**src/rtl/multi_pkg.sv**
```systemverilog
// Shared constants and FSM state type for the sequential signed multiplier.
package multi_pkg;
  localparam int unsigned WIDTH   = 32;
  localparam int unsigned PWIDTH  = 2 * WIDTH;
  localparam int unsigned FIX_LAT = WIDTH + 1;

  typedef enum logic [1:0] {IDLE, BUSY, DONE} state_t;
endpackage

```
**src/rtl/multi_core.sv**
```systemverilog
// Shift-add datapath: operand magnitudes, 2W-bit accumulator and final sign fix-up.
module multi_core #(
  parameter int unsigned WIDTH = 32
) (
  input  logic                 clock,
  input  logic                 reset,
  input  logic                 load,
  input  logic                 step,
  input  logic [WIDTH-1:0]     mlier,
  input  logic [WIDTH-1:0]     mcand,
  output logic                 last_vl,
  output logic [2*WIDTH-1:0]   result
);
  localparam int unsigned PW = 2 * WIDTH;

  // The most negative operand maps to 2^(W-1), which still fits unsigned W bits.
  function automatic logic [WIDTH-1:0] mag(input logic [WIDTH-1:0] x);
    return x[WIDTH-1] ? (~x + 1'b1) : x;
  endfunction

  logic              sign_q,  sign_d;
  logic [WIDTH-1:0]  mlier_q, mlier_d;
  logic [PW-1:0]     mcand_q, mcand_d;
  logic [PW-1:0]     acc_q,   acc_d;
  logic [PW-1:0]     acc_nxt;
  logic [WIDTH-1:0]  mlier_mag, mcand_mag;

  assign mlier_mag = mag(mlier);
  assign mcand_mag = mag(mcand);
  assign acc_nxt   = acc_q + (mlier_q[0] ? mcand_q : '0);
  assign result    = sign_q ? -acc_nxt : acc_nxt;
  assign last_vl   = ~|mlier_q[WIDTH-1:1];

  always_comb begin
    sign_d  = sign_q;
    mlier_d = mlier_q;
    mcand_d = mcand_q;
    acc_d   = acc_q;
    if (load) begin
      sign_d  = mlier[WIDTH-1] ^ mcand[WIDTH-1];
      // A zero multiplicand clears the multiplier so early termination fires at once.
      mlier_d = (mcand_mag == '0) ? '0 : mlier_mag;
      mcand_d = PW'(mcand_mag);
      acc_d   = '0;
    end else if (step) begin
      acc_d   = acc_nxt;
      mlier_d = mlier_q >> 1;
      mcand_d = mcand_q << 1;
    end
  end

  always_ff @(posedge clock or posedge reset) begin
    if (reset) begin
      sign_q  <= 1'b0;
      mlier_q <= '0;
      mcand_q <= '0;
      acc_q   <= '0;
    end else begin
      sign_q  <= sign_d;
      mlier_q <= mlier_d;
      mcand_q <= mcand_d;
      acc_q   <= acc_d;
    end
  end
endmodule

```
**src/rtl/multi_wrappers.sv**
```systemverilog


module multi_vl (
  input  logic         clock,
  input  logic         reset,
  input  logic [31:0]  mlier,
  input  logic [31:0]  mcand,
  output logic [63:0]  prodt,
  input  logic         start,
  output logic         valid
);
  multi_seq #(.VAR_LATENCY(1), .WIDTH(32)) u_seq (
    .clock (clock),
    .reset (reset),
    .mlier (mlier),
    .mcand (mcand),
    .prodt (prodt),
    .start (start),
    .valid (valid)
  );
endmodule

```
**src/rtl/multi_seq.sv**
```systemverilog
// Sequential signed multiplier with start-edge / valid-pulse handshake; fixed or early-terminating.
module multi_seq #(
  parameter int unsigned VAR_LATENCY = 0,
  parameter int unsigned WIDTH       = multi_pkg::WIDTH
) (
  input  logic                 clock,
  input  logic                 reset,
  input  logic [WIDTH-1:0]     mlier,
  input  logic [WIDTH-1:0]     mcand,
  output logic [2*WIDTH-1:0]   prodt,
  input  logic                 start,
  output logic                 valid
);
  import multi_pkg::*;

  localparam int unsigned CW = $clog2(WIDTH);

  state_t               state_q, state_d;
  logic                 start_q, start_d;
  logic [CW-1:0]        cnt_q,   cnt_d;
  logic                 valid_q, valid_d;
  logic [2*WIDTH-1:0]   prodt_q, prodt_d;
  logic                 load, step, last, last_vl, start_edge;
  logic [2*WIDTH-1:0]   result;

  assign start_d    = start;
  assign start_edge = start & ~start_q;
  assign last       = (VAR_LATENCY != 0) ? last_vl : (cnt_q == CW'(WIDTH - 1));
  assign prodt      = prodt_q;
  assign valid      = valid_q;

  multi_core #(.WIDTH(WIDTH)) u_core (
    .clock   (clock),
    .reset   (reset),
    .load    (load),
    .step    (step),
    .mlier   (mlier),
    .mcand   (mcand),
    .last_vl (last_vl),
    .result  (result)
  );

  always_comb begin
    state_d = state_q;
    cnt_d   = cnt_q;
    valid_d = 1'b0;
    prodt_d = prodt_q;
    load    = 1'b0;
    step    = 1'b0;
    unique case (state_q)
      IDLE: begin
        if (start_edge) begin
          load    = 1'b1;
          cnt_d   = '0;
          state_d = BUSY;
        end
      end
      BUSY: begin
        step  = 1'b1;
        cnt_d = cnt_q + 1'b1;
        // Final iteration and sign fix-up land in the same edge.
        if (last) begin
          prodt_d = result;
          valid_d = 1'b1;
          state_d = DONE;
        end
      end
      DONE:    state_d = IDLE;
      default: state_d = IDLE;
    endcase
  end

  always_ff @(posedge clock or posedge reset) begin
    if (reset) begin
      state_q <= IDLE;
      start_q <= 1'b0;
      cnt_q   <= '0;
      valid_q <= 1'b0;
      prodt_q <= '0;
    end else begin
      state_q <= state_d;
      start_q <= start_d;
      cnt_q   <= cnt_d;
      valid_q <= valid_d;
      prodt_q <= prodt_d;
    end
  end
endmodule

```
**config.mk**
```make
export PLATFORM = sky130hd
export DESIGN_NAME = multi_vl
export DESIGN_NICKNAME = d
export VERILOG_FILES = /design/src/rtl/multi_pkg.sv /design/src/rtl/multi_core.sv /design/src/rtl/multi_wrappers.sv /design/src/rtl/multi_seq.sv
export SDC_FILE = /design/constraint.sdc
export NUM_CORES = 1
export LEC_CHECK = 0
export BUFFER_PORTS_ARGS = -buffer_cell sky130_fd_sc_hd__buf_4
export CAP_MARGIN = 0
export CORE_ASPECT_RATIO = 0.8
export CORE_MARGIN = 10
export CORE_UTILIZATION = 35
export DETAILED_ROUTE_END_ITERATION = 10
export GPL_ROUTABILITY_DRIVEN = 0
export PLACE_DENSITY_LB_ADDON = 0.08
export SYNTH_ARGS = -nofsm -noshare
export SYNTH_HDL_FRONTEND = slang
export SYNTH_SLANG_ARGS = --single-unit
export TNS_END_PERCENT = 100
```
**constraint.sdc**
```tcl
create_clock -name clock -period 7 [get_ports clock]
set_input_delay 0.35 -clock clock [delete_from_list [all_inputs] [get_ports clock]]
set_output_delay 0.35 -clock clock [all_outputs]
set_load 0.02 [all_outputs]
```
==> results.yml, run 1 <==
yosys:
  yosys.area.top_type: "dfrtp_1"
  netlist_area_sq_um: 17200
  synth_async_sr_flop_share_pct: 100
  synthFlopType: "dfrtp_1"
  yosysWarningCount: 0
  synth-seq-cells: 229
  seq_area_frac_synth_pct: 33.2
  syn_inst: 2119
  syn_nets: 2253
  synth_top_cell_area_share_pct: 33.2
  syn_area_per_cell_sq_um: 8.14
  synth-edff-count: 0
  yosysUniqueCellTypes: 105
  synthTopCellsByArea: "dfrtp_1, nand2_1, o21ai_0"
sta:
  relSlewSlack_pct: 30.8
  setup_viol: 0
  fmax_ghz: 0.177
  worst_pin_slew_ns: 1.03
  period_share_pct: 80.7
  rsz0062_at_grt: "no"
  finalHoldViolCount: 0
  clock_skew_ns: 0.0207
  post-route-min-period_ns: 5.65
  maxSlewViolCount: 0
  tns_ns: 0
drt:
  first_pass_iters: 6
  antenna_left: 0
  drt_iter0_drc: 1404
  drc: 0
  wire_per_inst_microns: 21.3
  via_per_inst: 5.79
  vias: 16300
  routed_wl_microns: 59900
finish:
  drive_gt1_share_pct: 13.3
  fin_area_sq_um: 19500
  nNetsFinal: 2302
  antenna_cells: 0
  final_common_cell: "nand2_1"
  n_fill_cell: 4947
  syn_to_final_growth_pct: 13.2
  final_cell_mix: "nand2_1, dfrtp_1, o21ai_0"
  finalNonFillerCells: 2815
clock_tree:
  clkSlewWorstSetupHoldPaths_ns: 0.07
  htreeDepth: 1
  clk_latency_ns: 0.58
  clock-sinks: 229
  cts_root_buf: "clkbuf_16"
  cts_resized: 0
  cts_buffers: 28
  clockBufferDepth: 3
  cts_tree: "done"
global_routing:
  grt_pass1_vias: 15300
  grt_pass1_wl_microns: 92800
  grt_start_max_net_pins: 138
  grt_usage_pct: 20.0
  overflow: 0
  antenna_found_initial: 3
worst_setup_path:
  path_class: "reg -> reg"
  arrival_ns: 6.11
  crit_start: "u_seq.u_core.mlier_q[0]$_DFFE_PP0P_"
  timing.rr.start: "u_seq.u_core.mlier_q[0]$_DFFE_PP0P_"
  path_cells: "and2_1, ha_1, inv_1, fa_1, nand2b_1, a211o_1, a21o_1, a311oi_1, nor3_2, xor2_1, nand4_1, or4_4, nor4_1, mux2i_1, nand2_1"
  critPathSlowestCell: "dfrtp_1"
  worstPathMaxFanout: 37
  cp-end-kind: "flop"
  slowest_delay_ns: 0.92
  critical_path_required_ns: 7.46
  cp-start-kind: "flop"
power:
  p_per_area_nw_per_um2: 401
  power.leakage_nw: 8.28
  peakVddDrop_uv: 178
  fin_total_pwr_mw: 7.83
floorplan:
  die_w_microns: 268
  rows: 72
  chipHeight_microns: 219
  dieArea_sq_um: 58600
  initial_core_util_pct: 35.5
  ios: 132
  core-area_sq_um: 48600
placed_design:
  port_buffers: 131
  dpl_cell_area_sq_um: 18600
  dp_hpwl_microns: 46300
  dp_cells: 2765
worst_hold_path:
  hold_path_class: "in -> reg"
  hp-start: "mlier[30]"
run:
  max_cap_violations: 0
status:
  outcome: "finished clean"
## per-layer routing
layer / GRT usage, % / wire (microns)
met2: 26.3 / 22700
met1: 31.6 / 31000
met5: 0 / 0
met4: 3.35 / 930
met3: 5.03 / 5350
## power breakdown
group	leakage, nW	switching, mW	internal [mW]
sequential	3.01	0.389	1.75
combinational	4.80	2.77	1.43
clock	0.471	0.611	0.882
## kinds of logic (layout without fill, tap and decap cells)
kind of cell,Yosys count,in the layout,synth area share (%)
xor gates and xnor gates,144,144,7.36
muxes,27,27,1.71
adders and majority gates,67,67,4.90
AOI/OAI and AO/OA,618,618,23.6
and+or+nand+nor,871,871,25.0
buffers and inverters,163,230,4.25
DFF,229,229,33.2
## flip-flops by register name, indices dropped and copies added, names as in the netlist
name / count
u_seq.u_core.mcand_q: 64
u_seq.u_core.sign_q: 1
u_seq.u_core.mlier_q: 32
u_seq.u_core.acc_q: 64
u_seq.start_q: 1
u_seq.valid: 1
u_seq.state_q: 2
u_seq.prodt: 64
## through the flow
step                      util, %  setup WS [ns]  hold WS (ns)
after floorplan                 -          0.374         0.381
after global routing         40.2          0.975        0.0872
after global placement       38.3           1.50         0.464
final                        40.2           1.35        0.0856
after detailed placement     38.3           1.40         0.466
after CTS                    40.2           1.41        0.0644
## repair_timing
item | CTS | global route
hold buffers | 2 | 0
hold endpoints to repair | 93 | 0
setup buffers | 0 | 0
## cells in the mapped netlist, types with 10 or more instances
cell	number
a211oi_1	16
a21oi_1	105
a22oi_1	37
and2_1	76
and3_1	11
and4_1	10
buf_2	19
clkbuf_1	85
dfrtp_1	229
ha_1	66
inv_1	34
mux2_2	16
mux2i_1	10
nand2_1	321
nand2b_1	14
nand3_1	118
nand4_1	41
nor2_1	110
nor3_1	47
nor4_1	27
o211ai_1	12
o21a_1	19
o21ai_0	210
o21ai_1	20
o22ai_1	18
o31ai_1	40
or2_2	16
or3_1	29
or4_1	11
xnor2_1	59
xor2_1	84
## worst max-delay path, delay by kind of cell, from the launching register on
kind            cells  cell delay [ns]
simple gates        7             2.19
compound gates      3             0.96
flops               1             0.92
fa+ha+maj           2             0.63
xor+xnor            1             0.49
mux                 1             0.25
buf+inv             1             0.08
## worst paths after layout
check | endpoint | slack [ns] | cells past startpoint
setup / recovery | u_seq.prodt[52]$_DFFE_PP0P_ | 1.35 | 15
hold / removal | u_seq.u_core.mlier_q[31]$_DFFE_PP0P_ | 0.09 | 3
setup reg to reg | u_seq.prodt[52]$_DFFE_PP0P_ | 1.35 | 15
hold reg to reg | u_seq.prodt[23]$_DFFE_PP0P_ | 0.48 | 2
max in group asynchronous | u_seq.u_core.acc_q[40]$_DFFE_PP0P_ | 5.31 | 4
min in group asynchronous | u_seq.u_core.mlier_q[23]$_DFFE_PP0P_ | 0.41 | 3
## area by class of cell
class                   instances  area [sq um]  area share, %
multi-input cells            1727         10800           55.4
flip-flops and latches        229          5730           29.3
repair buffers                147          1120           5.74
well taps                     629           787           4.03
clock buffers                  32           756           3.87
clock inverters                16           178          0.910
inverters                      35           139          0.711
Note: power is estimated with default switching activity, not from simulation.
==> run 2, diff against run 1 <==
==> constraint.sdc (replaced) <==
create_clock -name clock -period 5.7 [get_ports clock]
set_input_delay 0.285 -clock clock [delete_from_list [all_inputs] [get_ports clock]]
set_output_delay 0.285 -clock clock [all_outputs]
set_load 0.02 [all_outputs]
==> run 2 against run 1 <==
  * Routed wire length is 0.62% higher
  * Largest cell class unchanged
  * Critical endpoint is now u_seq.prodt[62]$_DFFE_PP0P_
  * Sequential power is 23% higher
  * Via count hardly changed
  * Setup slack worse by 0.98 ns
==> results.yml, run 2 (synthesis gave the netlist of run 1 again) <==
power:
  p_comb_share_pct: 54.7
  seq_power_share_pct: 27.1
  p_int_mw: 5.03
  swShare_pct: 48.1
  p_sw_mw: 4.67
  p_per_area_nw_per_um2: 492
  peakVddDrop_uv: 209
  pwr-share-clk_pct: 18.2
  power.leakage_nw: 8.38
placed_design:
  dp_cells: 2786
  port_buffers: 131
  dp_hpwl_microns: 46200
worst_setup_path:
  r2r_end: "u_seq.prodt[62]$_DFFE_PP0P_"
  arrival_ns: 5.79
  timing.rr.start: "u_seq.u_core.mlier_q[0]$_DFFE_PP0P_"
  path_class: "reg -> reg"
  r2r_setup_slack_ns: 0.37
  cp-end-kind: "flop"
  critical_path_required_ns: 6.16
  worstPathMaxFanout: 47
  cp-start-kind: "flop"
  r2r_cells: 14
sta:
  period_share_pct: 93.5
  fin_hold_ws_ns: 0.0173
  fmax_ghz: 0.188
  worst_pin_slew_ns: 1.05
  rsz0062_at_grt: "no"
  maxSlewViolCount: 0
  tns_ns: 0
  setup_viol: 0
  clock_skew_ns: 0.0155
  post-route-min-period_ns: 5.33
  relSlewSlack_pct: 30.1
  finalHoldViolCount: 0
drt:
  wire_per_inst_microns: 21.2
  first_pass_iters: 5
  vias: 16300
  via_per_inst: 5.73
  antenna_left: 0
  drc: 0
  routed_wl_microns: 60300
  drt_iter0_drc: 1549
run:
  max_cap_violations: 0
worst_hold_path:
  min_to: "u_seq.u_core.mlier_q[29]$_DFFE_PP0P_"
  whs_path_depth: 3
  hold_path_class: "in -> reg"
  hp-start: "mlier[29]"
global_routing:
  grt_usage_pct: 20.1
  grt_start_max_net_pins: 123
  grt_pass1_vias: 15300
  overflow: 0
  antenna_found_initial: 1
  grt_pass1_wl_microns: 92600
clock_tree:
  clk_latency_ns: 0.59
  clkSlewWorstSetupHoldPaths_ns: 0.06
  cts_root_buf: "clkbuf_16"
  htreeDepth: 1
  clockBufferDepth: 3
  cts_tree: "done"
  cts_buffers: 29
  clock-sinks: 229
floorplan:
  chipHeight_microns: 219
  core-area_sq_um: 48600
  die_w_microns: 268
  ios: 132
  rows: 72
  initial_core_util_pct: 35.5
  dieArea_sq_um: 58600
finish:
  final_cell_mix: "nand2_1, dfrtp_1, o21ai_0"
  finalNonFillerCells: 2844
  nNetsFinal: 2332
  final_common_cell: "nand2_1"
  drive_gt1_share_pct: 13.9
  syn_to_final_growth_pct: 14.5
status:
  outcome: "finished clean"
[run 2: timing repair]
item | in CTS | in global routing
resized for setup | 0 | 2
buffers inserted | 0 | 0
hold endpoints to repair | 45 | 0
hold buffers | 10 | 0
setup endpoints to repair | 0 | 9
[run 2: power by group through the flow]
stage          Combinational [mW]  Sequential (mW)  Clock (mW)
3_5_place_dp                 5.21             2.63           0
4_1_cts                      5.23             2.61        1.82
6_report                     5.31             2.63        1.77
3_3_place_gp                 5.17             2.63           0
5_1_grt                      5.86             2.69        1.87
2_1_floorplan                3.65             2.49           0
[run 2: worst max path at each step]
stage	end	from	slack, ns
finish	u_seq.prodt[62]$_DFFE_PP0P_	u_seq.u_core.mlier_q[0]$_DFFE_PP0P_	0.37
global route	u_seq.prodt[62]$_DFFE_PP0P_	u_seq.u_core.mlier_q[0]$_DFFE_PP0P_	0.12
CTS	u_seq.prodt[62]$_DFFE_PP0P_	u_seq.u_core.mlier_q[0]$_DFFE_PP0P_	0.26
detailed placement	u_seq.prodt[62]$_DFFE_PP0P_	u_seq.u_core.mlier_q[0]$_DFFE_PP0P_	0.25
global placement	u_seq.prodt[62]$_DFFE_PP0P_	u_seq.u_core.mlier_q[0]$_DFFE_PP0P_	0.36
floorplan	u_seq.prodt[62]$_DFFE_PP0P_	u_seq.u_core.mlier_q[0]$_DFFE_PP0P_	1.19
[run 2: cell type report]
class	instances	area, sq um
flip-flops and latches	229	5730
well taps	629	787
fillers	4948	28800
diodes	1	2.50
clock buffers	40	837
multi-input cells	1727	10800
inverters	35	135
repair buffers	176	1380
clock inverters	7	57.6
[run 2: routing by layer]
metal,track usage (%),up-vias,part of all wire (%)
met4,3.89,0,1.7
met2,26.4,593,38
met5,0,-,0
met3,6.54,56,11
met1,30.7,7759,50
li1,-,7886,-
[run 2: worst max-delay path, cell delays in order, from the launching register on]
cell and delay (ns):
dfrtp_2 0.50, buf_6 0.23, and2_1 0.20, ha_1 0.56
a21oi_1 0.25, o21ai_0 0.63, a211oi_1 0.09, or3_1 0.48
nand3_1 0.20, xnor2_1 0.26, nand4_1 0.20, or4_4 0.70
nor4_4 0.45, nor2_1 0.09, or3_1 0.35
[run 2: stage by stage]
| stage | cell area, sq um | utilization, % | setup WS, ns | total power, mW |
|---|---|---|---|---|
| finish | 19700 | 40.7 | 0.371 | 9.71 |
| global route | 19700 | 40.7 | 0.118 | 10.4 |
| CTS | 19700 | 40.7 | 0.263 | 9.66 |
| detailed placement | 18700 | 38.6 | 0.255 | 7.84 |
| global placement | 18700 | 38.6 | 0.361 | 7.80 |
| floorplan | 17300 | - | 1.19 | 6.14 |
